**src/rtl/mem_wb_stage.sv**
```systemverilog
// -----------------------------------------------------------------------------
// mem_wb_stage
//   Memory-access + writeback stage sitting directly after EX. Accepts one
//   instruction per IDLE cycle. Loads and stores run a req/ack transaction on
//   the data-memory port, and the stage stalls upstream while it is in flight.
//   ALU-style (WB-class) ops write the register file one cycle later with no
//   stall. Every other opcode is retired without a write.
//
//   Optional feature (macro MEM_TIMEOUT_EN):
//     A memory transaction that sees no dm_ack for TIMEOUT WAIT cycles is
//     aborted and mem_err is set (sticky until reset). An aborted load does not
//     write back. Without the macro, WAIT is held until dm_ack and mem_err is
//     tied 0.
//
// Ports
//   clk        in   rising-edge clock
//   reset      in   asynchronous active-low reset
//   ex_valid   in   EX holds a valid instruction this cycle
//   op_ex      in   opcode of that instruction
//   rd_ex      in   destination register
//   ans_ex     in   EX result / memory address
//   DM_data    in   store data
//   stall      out  upstream must hold (high for the whole WAIT state)
//   dm_req     out  memory request, held until ack
//   dm_we      out  1 = store, 0 = load
//   dm_addr    out  memory address (ans_ex truncated to AW bits)
//   dm_wdata   out  store data
//   dm_rdata   in   load data, sampled in the ack cycle
//   dm_ack     in   one-cycle completion strobe
//   wb_we      out  register-file write strobe (one cycle)
//   wb_rd      out  register-file write index
//   wb_data    out  register-file write data
//   mem_err    out  sticky timeout error
// -----------------------------------------------------------------------------
module mem_wb_stage #(
  parameter int DW      = 16,
  parameter int AW      = 10,
  parameter int RW      = 4,
  parameter int TIMEOUT = 15
) (
  input  logic          clk,
  input  logic          reset,
  input  logic          ex_valid,
  input  logic [5:0]    op_ex,
  input  logic [RW-1:0] rd_ex,
  input  logic [DW-1:0] ans_ex,
  input  logic [DW-1:0] DM_data,
  output logic          stall,
  output logic          dm_req,
  output logic          dm_we,
  output logic [AW-1:0] dm_addr,
  output logic [DW-1:0] dm_wdata,
  input  logic [DW-1:0] dm_rdata,
  input  logic          dm_ack,
  output logic          wb_we,
  output logic [RW-1:0] wb_rd,
  output logic [DW-1:0] wb_data,
  output logic          mem_err
);

  localparam logic [0:0] S_IDLE = 1'b0;
  localparam logic [0:0] S_WAIT = 1'b1;

  localparam logic [5:0] OP_LD = 6'b010000;
  localparam logic [5:0] OP_ST = 6'b010001;

  logic [0:0]    r_state;
  logic [RW-1:0] r_rd;        // destination of the in-flight load
  logic          w_is_ld;
  logic          w_is_st;
  logic          w_is_mem;
  logic          w_is_wb;
  logic          w_timeout;

  // Opcode decode
  assign w_is_ld  = (op_ex == OP_LD);
  assign w_is_st  = (op_ex == OP_ST);
  assign w_is_mem = w_is_ld | w_is_st;
  assign w_is_wb  = (op_ex[5:4] == 2'b00) ||
                    (op_ex == 6'b010110) ||
                    ((op_ex >= 6'b011001) && (op_ex <= 6'b011011));

  // stall is still high in the ack cycle; the next instruction is taken on
  // the first IDLE cycle after it.
  assign stall = (r_state == S_WAIT);

`ifdef MEM_TIMEOUT_EN
  localparam int CW = $clog2(TIMEOUT + 1);

  logic [CW-1:0] r_cnt;
  logic          r_mem_err;

  // Abort on the WAIT edge that would bring the count to TIMEOUT. An ack in
  // the same cycle takes priority and completes normally.
  assign w_timeout = (r_state == S_WAIT) && !dm_ack &&
                     (r_cnt == CW'(TIMEOUT - 1));

  always_ff @(posedge clk or negedge reset) begin
    if (!reset) begin
      r_cnt     <= '0;
      r_mem_err <= 1'b0;
    end else begin
      if (r_state == S_IDLE) begin
        r_cnt <= '0;
      end else if (!dm_ack) begin
        r_cnt <= r_cnt + CW'(1);
      end
      if (w_timeout) begin
        r_mem_err <= 1'b1;
      end
    end
  end

  assign mem_err = r_mem_err;
`else
  assign w_timeout = 1'b0;
  assign mem_err   = 1'b0;
`endif

  // NOTE: every register below is updated with non-blocking assignments so
  // all of them sample the pre-edge values, which matches real flops.
  always_ff @(posedge clk or negedge reset) begin
    if (!reset) begin
      r_state  <= S_IDLE;
      r_rd     <= '0;
      dm_req   <= 1'b0;
      dm_we    <= 1'b0;
      dm_addr  <= '0;
      dm_wdata <= '0;
      wb_we    <= 1'b0;
      wb_rd    <= '0;
      wb_data  <= '0;
    end else begin
      // wb_we is a pulse; wb_rd/wb_data keep their last value.
      wb_we <= 1'b0;
      case (r_state)
        S_IDLE: begin
          if (ex_valid) begin
            if (w_is_mem) begin
              r_state  <= S_WAIT;
              dm_req   <= 1'b1;
              dm_we    <= w_is_st;
              dm_addr  <= ans_ex[AW-1:0];   // upper address bits are dropped
              dm_wdata <= DM_data;
              r_rd     <= rd_ex;
            end else if (w_is_wb) begin
              wb_we   <= 1'b1;
              wb_rd   <= rd_ex;
              wb_data <= ans_ex;
            end
          end
        end
        S_WAIT: begin
          if (dm_ack) begin
            r_state <= S_IDLE;
            dm_req  <= 1'b0;
            if (!dm_we) begin
              wb_we   <= 1'b1;
              wb_rd   <= r_rd;
              wb_data <= dm_rdata;
            end
          end else if (w_timeout) begin
            r_state <= S_IDLE;
            dm_req  <= 1'b0;
          end
        end
        default: r_state <= S_IDLE;
      endcase
    end
  end

endmodule
```
**config.mk**
```make
export PLATFORM = sky130hd
export DESIGN_NAME = mem_wb_stage
export DESIGN_NICKNAME = d
export VERILOG_FILES = /design/src/rtl/mem_wb_stage.sv
export SDC_FILE = /design/constraint.sdc
export NUM_CORES = 1
export LEC_CHECK = 0
export BUFFER_PORTS_ARGS = -buffer_cell sky130_fd_sc_hd__clkbuf_2
export CORE_MARGIN = 4
export CORE_UTILIZATION = 41
export DETAILED_ROUTE_END_ITERATION = 16
export PLACE_DENSITY = 0.73
export RECOVER_POWER = 100
export SLEW_MARGIN = 0
export SYNTH_ARGS = -nofsm -noshare
export SYNTH_HDL_FRONTEND = slang
export SYNTH_SLANG_ARGS = --single-unit
```
**constraint.sdc**
```tcl
create_clock -name clk -period 1.75 [get_ports clk]
set_input_delay 0.0875 -clock clk [delete_from_list [all_inputs] [get_ports clk]]
set_output_delay 0.0875 -clock clk [all_outputs]
set_load 0.05 [all_outputs]
```
## Word-level counts from Yosys, hierarchy flattened

Index checks and enable logic that the tools add are counted.

- Register bits after elaboration: 54
- Input port bits: 62
- Output and inout port bits: 51
- Word-level logic and storage cells: 55

- Magnitude comparators: 2
- Eq/ne operators: 9
- Muxes and demuxes: 26
- Bitwise gates (word level): 2
- Reductions and logical operators: 7

Operators with widths:

| kind | count |
|---|---|
| $mux 16 | 5 |
| $pmux 16 s2 | 1 |
| $mux 4 | 5 |
| $eq 6x5->1 const B | 3 |
| $ne 2x2->1 const B | 6 |
| $mux 1 | 11 |
| $pmux 4 s2 | 1 |
| $ge 6x5->1 const B | 1 |
| $le 6x5->1 const B | 1 |
| $pmux 1 s2 | 3 |
| $reduce_and 3->1 | 2 |
| $reduce_and 5->1 | 1 |
| $logic_not 2->1 | 1 |
| $logic_or 1x1->1 | 2 |
| $logic_and 1x1->1 | 1 |
| $not 1->1 | 1 |
| $or 1x1->1 | 1 |

## Longest topological paths before layout

Gate-level depths: netlist (run 1).

- Word-level depth: 7
- Mapped depth: 6
- Mapped depth without buffers: 4

## Worst setup path after synthesis (run 1)

No wires, ideal clock.

- Kind: reg-to-reg
- From: reg r_state (netlist: stall)
- To: reg wb_data[11]
- Setup time: 125 ps
- Arrival time: 1864 ps
- Data required time: 1625 ps
- Slack: -238 ps
- Cell stages (with the launch flop): 5
- Path buffers: 2
- Period minus slack after synthesis: 1988 ps
- Cells stage by stage: dfrtp_1 clkbuf_1 clkbuf_1 mux2_2 mux2_2

- Word-level cells in the longest chain between the ends: 3
- Elaborated cells between the ends (all ways): 8
- Those cells by class: eq/ne (5); mux (1); bitwise (1); reduce/logical (1)

RTL lines:

| what | line | text |
|---|---|---|
| start: declaration | 67 | `logic [0:0] r_state;` |
| start signal: assignment | 124 | `r_state <= S_IDLE;` |
| start signal: assignment | 140 | `r_state <= S_WAIT;` |
| start signal: assignment | 155 | `r_state <= S_IDLE;` |
| $not 1->1 (no line) | - |  |
| $ne 2x2->1 (no line) | - |  |
| $reduce_and 5->1 (no line) | - |  |
| end signal: assignment | 149 | `wb_data <= ans_ex;` |
| end signal: assignment | 160 | `wb_data <= dm_rdata;` |
| end: declaration | 57 | `output logic [DW-1:0] wb_data,` |

Parallel ways exist; a longest one is shown, timed or not.
A chain may end at the register's enable or synchronous reset.

## Final worst setup path (run 1)

- From: reg r_state (netlist: stall)
- To: reg r_rd[0]

- Word-level cells in the longest chain between the ends: 2

RTL lines:

| what | line | text |
|---|---|---|
| $not 1->1 (no line) | - |  |
| $reduce_and 3->1 (no line) | - |  |
| end signal: assignment | 145 | `r_rd <= rd_ex;` |
| end: declaration | 68 | `logic [RW-1:0] r_rd;` |

No other way between the ends.

==> impl_metrics.tcl, run 1 <==
set metrics [dict create \
    nNetsFinal 331 \
    finalHoldViolations 0 \
    gp_congestion 0.7066 \
    grt_pass1_wl_mm 8.735 \
    path_class "flip-flop to flip-flop" \
    post_dp_cell_area_mm2 0.002975 \
    powerDensity_mw_per_mm2 1310 \
    area_delta_synth_final_pct 29.98 \
    fmax_ghz 0.6225 \
    post-route-period-util_pct 91.80 \
    yosys_register_bits 54 \
    io_buffers 111 \
    grt_max_degree 26 \
    synth_nets 211 \
    min_period_ns 1.606 \
    p_leak_nw 1.416 \
    yosysMostFrequentCell "mux2_2" \
    cts_htree_levels 2 \
    fillers 517 \
    wl_per_cell_um 14.89 \
    vias 1634 \
    crit_chain "nor3b_2, clkbuf_1, mux2_2" \
    drt-initial-drc-count 38 \
    cpPeakStageDelay_ns 0.47 \
    ant_nets 0 \
    ctsResizeCount 0 \
    finalWorstSetupSlack_ns 0.1436 \
    irDropWorstVdd_uv 565.1 \
    cap_violations 0 \
    grt_antenna_before_repair 0 \
    critPathRequiredTime_ns 1.94 \
    synthCells 149 \
    crit_path_top_delay_cell "dfrtp_2" \
    synth.top_cell.area_share_pct 58.13 \
    setup_viol 0 \
    rsz0062_at_grt "false" \
    synthArstFlopShare_pct 100.0 \
    dp_cells 332 \
    cts_tree "done" \
    cts_sinks 54 \
    startpoint_type "flip-flop" \
    pin_count 113 \
    clkSlewWorstSetupHoldPaths_ns 0.09 \
    insertion_delay_ns 0.30 \
    slew_violations 0 \
    synth_edf_count 0 \
    diodes 0 \
    setup_tns_ns 0 \
    yosys_warnings 0 \
    firstDrtPassIters 2 \
    synthesis.area_mm2 0.002325 \
    vias_per_cell 4.792 \
    hp-start "DM_data[11]" \
    wl_mm 5.078 \
    stdcell_count 341 \
    grt_usage_pct 15.48 \
    start_util_pct 42.22 \
    root_buffer "clkbuf_8" \
    status "finished, final reports clean" \
    synth_cell_types 19 \
    drive_gt1_share_pct 54.65 \
    final_cell_area_mm2 0.003022 \
    slew_headroom_pct 46.84 \
    hpwl_mm 4.024 \
    path_max_fanout 8 \
    grt_pass1_vias 1791 \
    startpoint "stall" \
    remaining_drc_errors 0 \
    fin_skew_ns 0.007001 \
    die_width_um 83.30 \
    fp-row-count 27 \
    synth.top_cells.by_area "dfrtp_1 58%, mux2_2 33%, buf_6 1.5%" \
    yosys.area.top_type "dfrtp_1" \
    cts_max_path_buffers 2 \
    place_ws_ns 0.1840 \
    die_h_um 83.30 \
    hp-class "input pin to flip-flop" \
    ys_top_cells_by_count "69 x mux2_2, 54 x dfrtp_1, 3 x buf_2, 3 x buf_6, 3 x nand3b_1" \
    worst_pin_slew_ns 0.7974 \
    worstReg2RegStart "stall" \
    syn_area_per_cell_um2 15.60 \
    core_region_area_mm2 0.005507 \
    cp-end-kind "flip-flop" \
    die-area_mm2 0.006939 \
    seq_area_frac_synth_pct 58.13 \
    cp.arrival_ns 1.79 \
    overflow 0 \
    cts_inserted_buffers 5 \
    ys.flop_type "dfrtp_1" \
]
==> cell usage in the layout, fill, tap and decap left out, types with 2 or more instances in the layout <==
cell,synthesis,routed
clkbuf_8,0,6
mux2_1,2,2
clkbuf_2,0,64
buf_4,1,3
nand3b_1,3,3
a21o_1,2,2
dfrtp_1,54,53
dlygate4sd3_1,0,2
mux2_2,69,69
clkbuf_1,2,52
==> final timing paths <==
kind	to	slack, ns	cells past startpoint
worst max-delay path	r_rd[0]	0.14	3
worst min-delay path	dm_wdata[11]	0.01	2
worst max register to register	r_rd[0]	0.14	3
worst min register to register	dm_addr[2]	0.50	1
max in group asynchronous	dm_wdata[15]	0.34	3
min in group asynchronous	wb_data[1]	0.38	2
==> registers in the layout (all words and copies together) (netlist names) <==
signal,cells
dm_wdata,16
wb_data,16
dm_addr,10
r_rd,4
wb_rd,4
dm_req,1
dm_we,1
stall,1
wb_we,1
==> through the flow <==
stage	utilization (%)	hold WS [ns]	power, mW
after floorplan	-	-0.2081	2.804
after global placement	54.03	0.01561	3.212
after detailed placement	54.03	0.02452	3.238
after CTS	56.26	0.001751	4.077
after global routing	54.87	0.001725	4.160
final	54.87	0.01314	3.957
==> kinds of logic (layout without fill, tap and decap cells) <==
logic type / Yosys count / count (layout) / synth area share [%]
muxes: 71 / 71 / 34.39
DFF: 54 / 54 / 58.13
and+or+nand+nor: 10 / 10 / 3.391
buffers and inverters: 10 / 130 / 2.906
AOI/OAI and AO/OA: 3 / 3 / 1.022
other: 1 / 1 / 0.1613
==> per-layer routing <==
layer	GRT usage (%)	up-vias	share of wire, %	wire, um
met5	0	-	0	0
met4	4.012	0	0.91	46
met3	4.960	5	6.6	336
met2	26.90	55	51	2582
met1	18.49	800	42	2113
li1	-	774	-	-
==> critical path, delay by kind of cell (launching register included) <==
kind / cells / cell delay [ns]
multiplexers: 1 / 0.39
buffers and inverters: 1 / 0.40
AND/OR/NAND/NOR: 1 / 0.25
flip-flops: 1 / 0.47
==> final cells by class <==
class	count	area (um^2)	share of cell area, %
multi-input cells	85	899.6	29.77
repair buffers	122	563.0	18.63
clock buffers	6	82.58	2.733
clock inverters	1	30.03	0.9938
well taps	72	90.09	2.981
flip-flops and latches	54	1353	44.76
inverters	1	3.754	0.1242
==> what timing repair did <==
item	in CTS	in global routing
endpoints found under the hold margin	13	1
endpoints found under the setup margin	0	0
setup buffers	0	0
hold buffers	1	1
==> report_power, final <==
part / switching, mW / internal [mW]
combinational: 1.12 / 0.370
sequential: 0.129 / 1.51
clock: 0.373 / 0.458
total: 1.62 / 2.33
(Power assumes the default switching activity.)
==> run 2: changes to the inputs <==
CORE_MARGIN = 1.5   (was 4)
==> impl_metrics.tcl, run 2 (synthesis results as in run 1) <==
set metrics [dict create \
    status "finished, final reports clean" \
    grt_pass1_wl_mm 7.320 \
    wl_mm 4.518 \
    reg2reg_setup_slack_ns 0.18 \
    setup_tns_ns 0 \
    final_common_cell "mux2_2" \
    cts_tree "done" \
    wl_per_cell_um 13.21 \
    cts_inserted_buffers 5 \
    highest_layer "met4" \
    reg_top3 "dm_wdata x16, wb_data x16, dm_addr x10" \
    path_class "flip-flop to flip-flop" \
    fmax_ghz 0.6379 \
    fillers 511 \
    clkSlewWorstSetupHoldPaths_ns 0.09 \
    cap_violations 0 \
    cpPeakStageDelay_ns 0.43 \
    worst_pin_slew_ns 0.6560 \
    switchingPower_mw 1.630 \
    die_width_um 78.30 \
    drive_gt1_share_pct 53.70 \
    regArea_mm2 0.001351 \
    io_buffers 111 \
    gp_congestion 0.7258 \
    vias_per_cell 4.667 \
    multi_input_area_um2 894.6 \
    finalHoldViolations 0 \
    p_int_mw 2.490 \
    root_buffer "clkbuf_8" \
    cp-endpoint "wb_data[5]" \
    rsz0062_at_grt "false" \
    firstDrtPassIters 4 \
    p_leak_nw 1.440 \
    p_seq_share_pct 39.7 \
    ctsResizeCount 0 \
    ant_nets 0 \
    post_dp_cell_area_mm2 0.002965 \
    fp-row-count 27 \
    met2WireLength_mm 2.333 \
    hpwl_mm 3.380 \
    min_period_ns 1.568 \
    core_region_area_mm2 0.005473 \
    hp-class "input pin to flip-flop" \
    wl_met3_um 278 \
    p_sw_share_pct 39.57 \
    crit_path_top_delay_cell "dfrtp_1" \
    startpoint "stall" \
    cts_sinks 54 \
    grt_antenna_before_repair 0 \
    grt_max_degree 55 \
    cts_htree_levels 2 \
    cp.arrival_ns 1.76 \
    critPathRequiredTime_ns 1.95 \
    fin_skew_ns 0.003599 \
    final_cell_area_mm2 0.003080 \
    wl_met1_mm 1.860 \
    die-area_mm2 0.006131 \
    cts_max_path_buffers 2 \
    cp-end-kind "flip-flop" \
    path_max_fanout 10 \
    die_h_um 78.30 \
    p_comb_share_pct 36.2 \
    slew_violations 0 \
    grt_pass1_vias 1634 \
    reg2reg_to "wb_data[5]" \
    drt-initial-drc-count 84 \
    nNetsFinal 331 \
    setup_viol 0 \
    startpoint_type "flip-flop" \
    grt_usage_pct 15.29 \
    vias 1596 \
    post-route-period-util_pct 89.58 \
    insertion_delay_ns 0.30 \
    crit_chain "nor3b_1, a31o_2, clkbuf_2, mux2_2" \
    power_frac_clock_pct 24.1 \
    overflow 0 \
    diodes 0 \
    start_util_pct 42.48 \
    irDropWorstVdd_uv 725.9 \
    area_delta_synth_final_pct 32.51 \
    final_cell_mix "69 x mux2_2, 62 x clkbuf_2, 54 x dfrtp_1" \
    hold_depth 2 \
    slew_headroom_pct 56.27 \
    pin_count 113 \
    remaining_drc_errors 0 \
    reg2reg_depth 4 \
    worstReg2RegStart "stall" \
    powerDensity_mw_per_mm2 1337 \
]
==> run 2: cell types whose count changed in the layout (fill, tap and decap cells not counted), sizes merged <==
| cell | before | now |
|---|---|---|
| buf | 4 | 5 |
| bufinv | 1 | 2 |
| clkbuf | 122 | 118 |
| dlygate4sd3 | 2 | 5 |
==> run 2: layer usage <==
metal | GRT usage [%] | up-vias
li1 | - | 770
met1 | 17.84 | 764
met2 | 27.04 | 58
met3 | 3.721 | 4
met4 | 5.893 | 0
met5 | 0 | -
==> run 2: final cells by class <==
cell class | count | share of cell area, %
Inverter | 1 | 0.1219
Sequential cell | 54 | 43.87
Multi-Input combinational cell | 85 | 29.04
Timing Repair Buffer | 122 | 19.42
Clock inverter | 2 | 1.950
Clock buffer | 6 | 2.681
Tap cell | 72 | 2.924
==> run 2: power groups by stage <==
stage	registers, mW	clock network [mW]	logic [mW]
2_1_floorplan	2.51	0	0.291
3_3_place_gp	1.66	0	1.54
3_5_place_dp	1.67	0	1.56
4_1_cts	1.64	1.03	1.56
5_1_grt	1.67	1.08	1.55
6_report	1.64	0.994	1.49
==> run 2: how the worst min path moves through the flow <==
stage               start           to
6_report        ans_ex[2]   dm_addr[2]
5_1_grt        DM_data[0]  dm_wdata[0]
4_1_cts        DM_data[5]  dm_wdata[5]
3_5_place_dp        reset  wb_data[13]
3_3_place_gp        reset  wb_data[13]
2_1_floorplan       reset   dm_addr[0]
==> run 2: per-stage QoR <==
step           utilization [%]  instances  hold slack [ns]  power, mW  setup WS (ns)
2_1_floorplan                -        149          -0.2081      2.804        0.01878
3_3_place_gp             54.18        329           0.2565      3.200         0.2515
3_5_place_dp             54.18        329           0.2591      3.226         0.2194
4_1_cts                  56.97        338        0.0003076      4.233         0.2338
5_1_grt                  56.29        342         0.001989      4.301         0.1027
6_report                 56.29        342          0.01026      4.120         0.1824
==> run 2: worst max-delay path: cells and delay by family, from the launching register on <==
family / cells / cell delay, ns
buffers and inverters: 1 / 0.26
AND/OR/NAND/NOR: 1 / 0.21
AO/OA/AOI/OAI: 1 / 0.19
flip-flops: 1 / 0.43
multiplexers: 1 / 0.37
==> run 2: repair_timing <==
| item | 4_1_cts | 5_1_grt |
|---|---|---|
| setup endpoints to repair | 0 | 0 |
| buffers inserted | 0 | 0 |
| hold buffers | 1 | 4 |
| hold endpoints to repair | 54 | 4 |
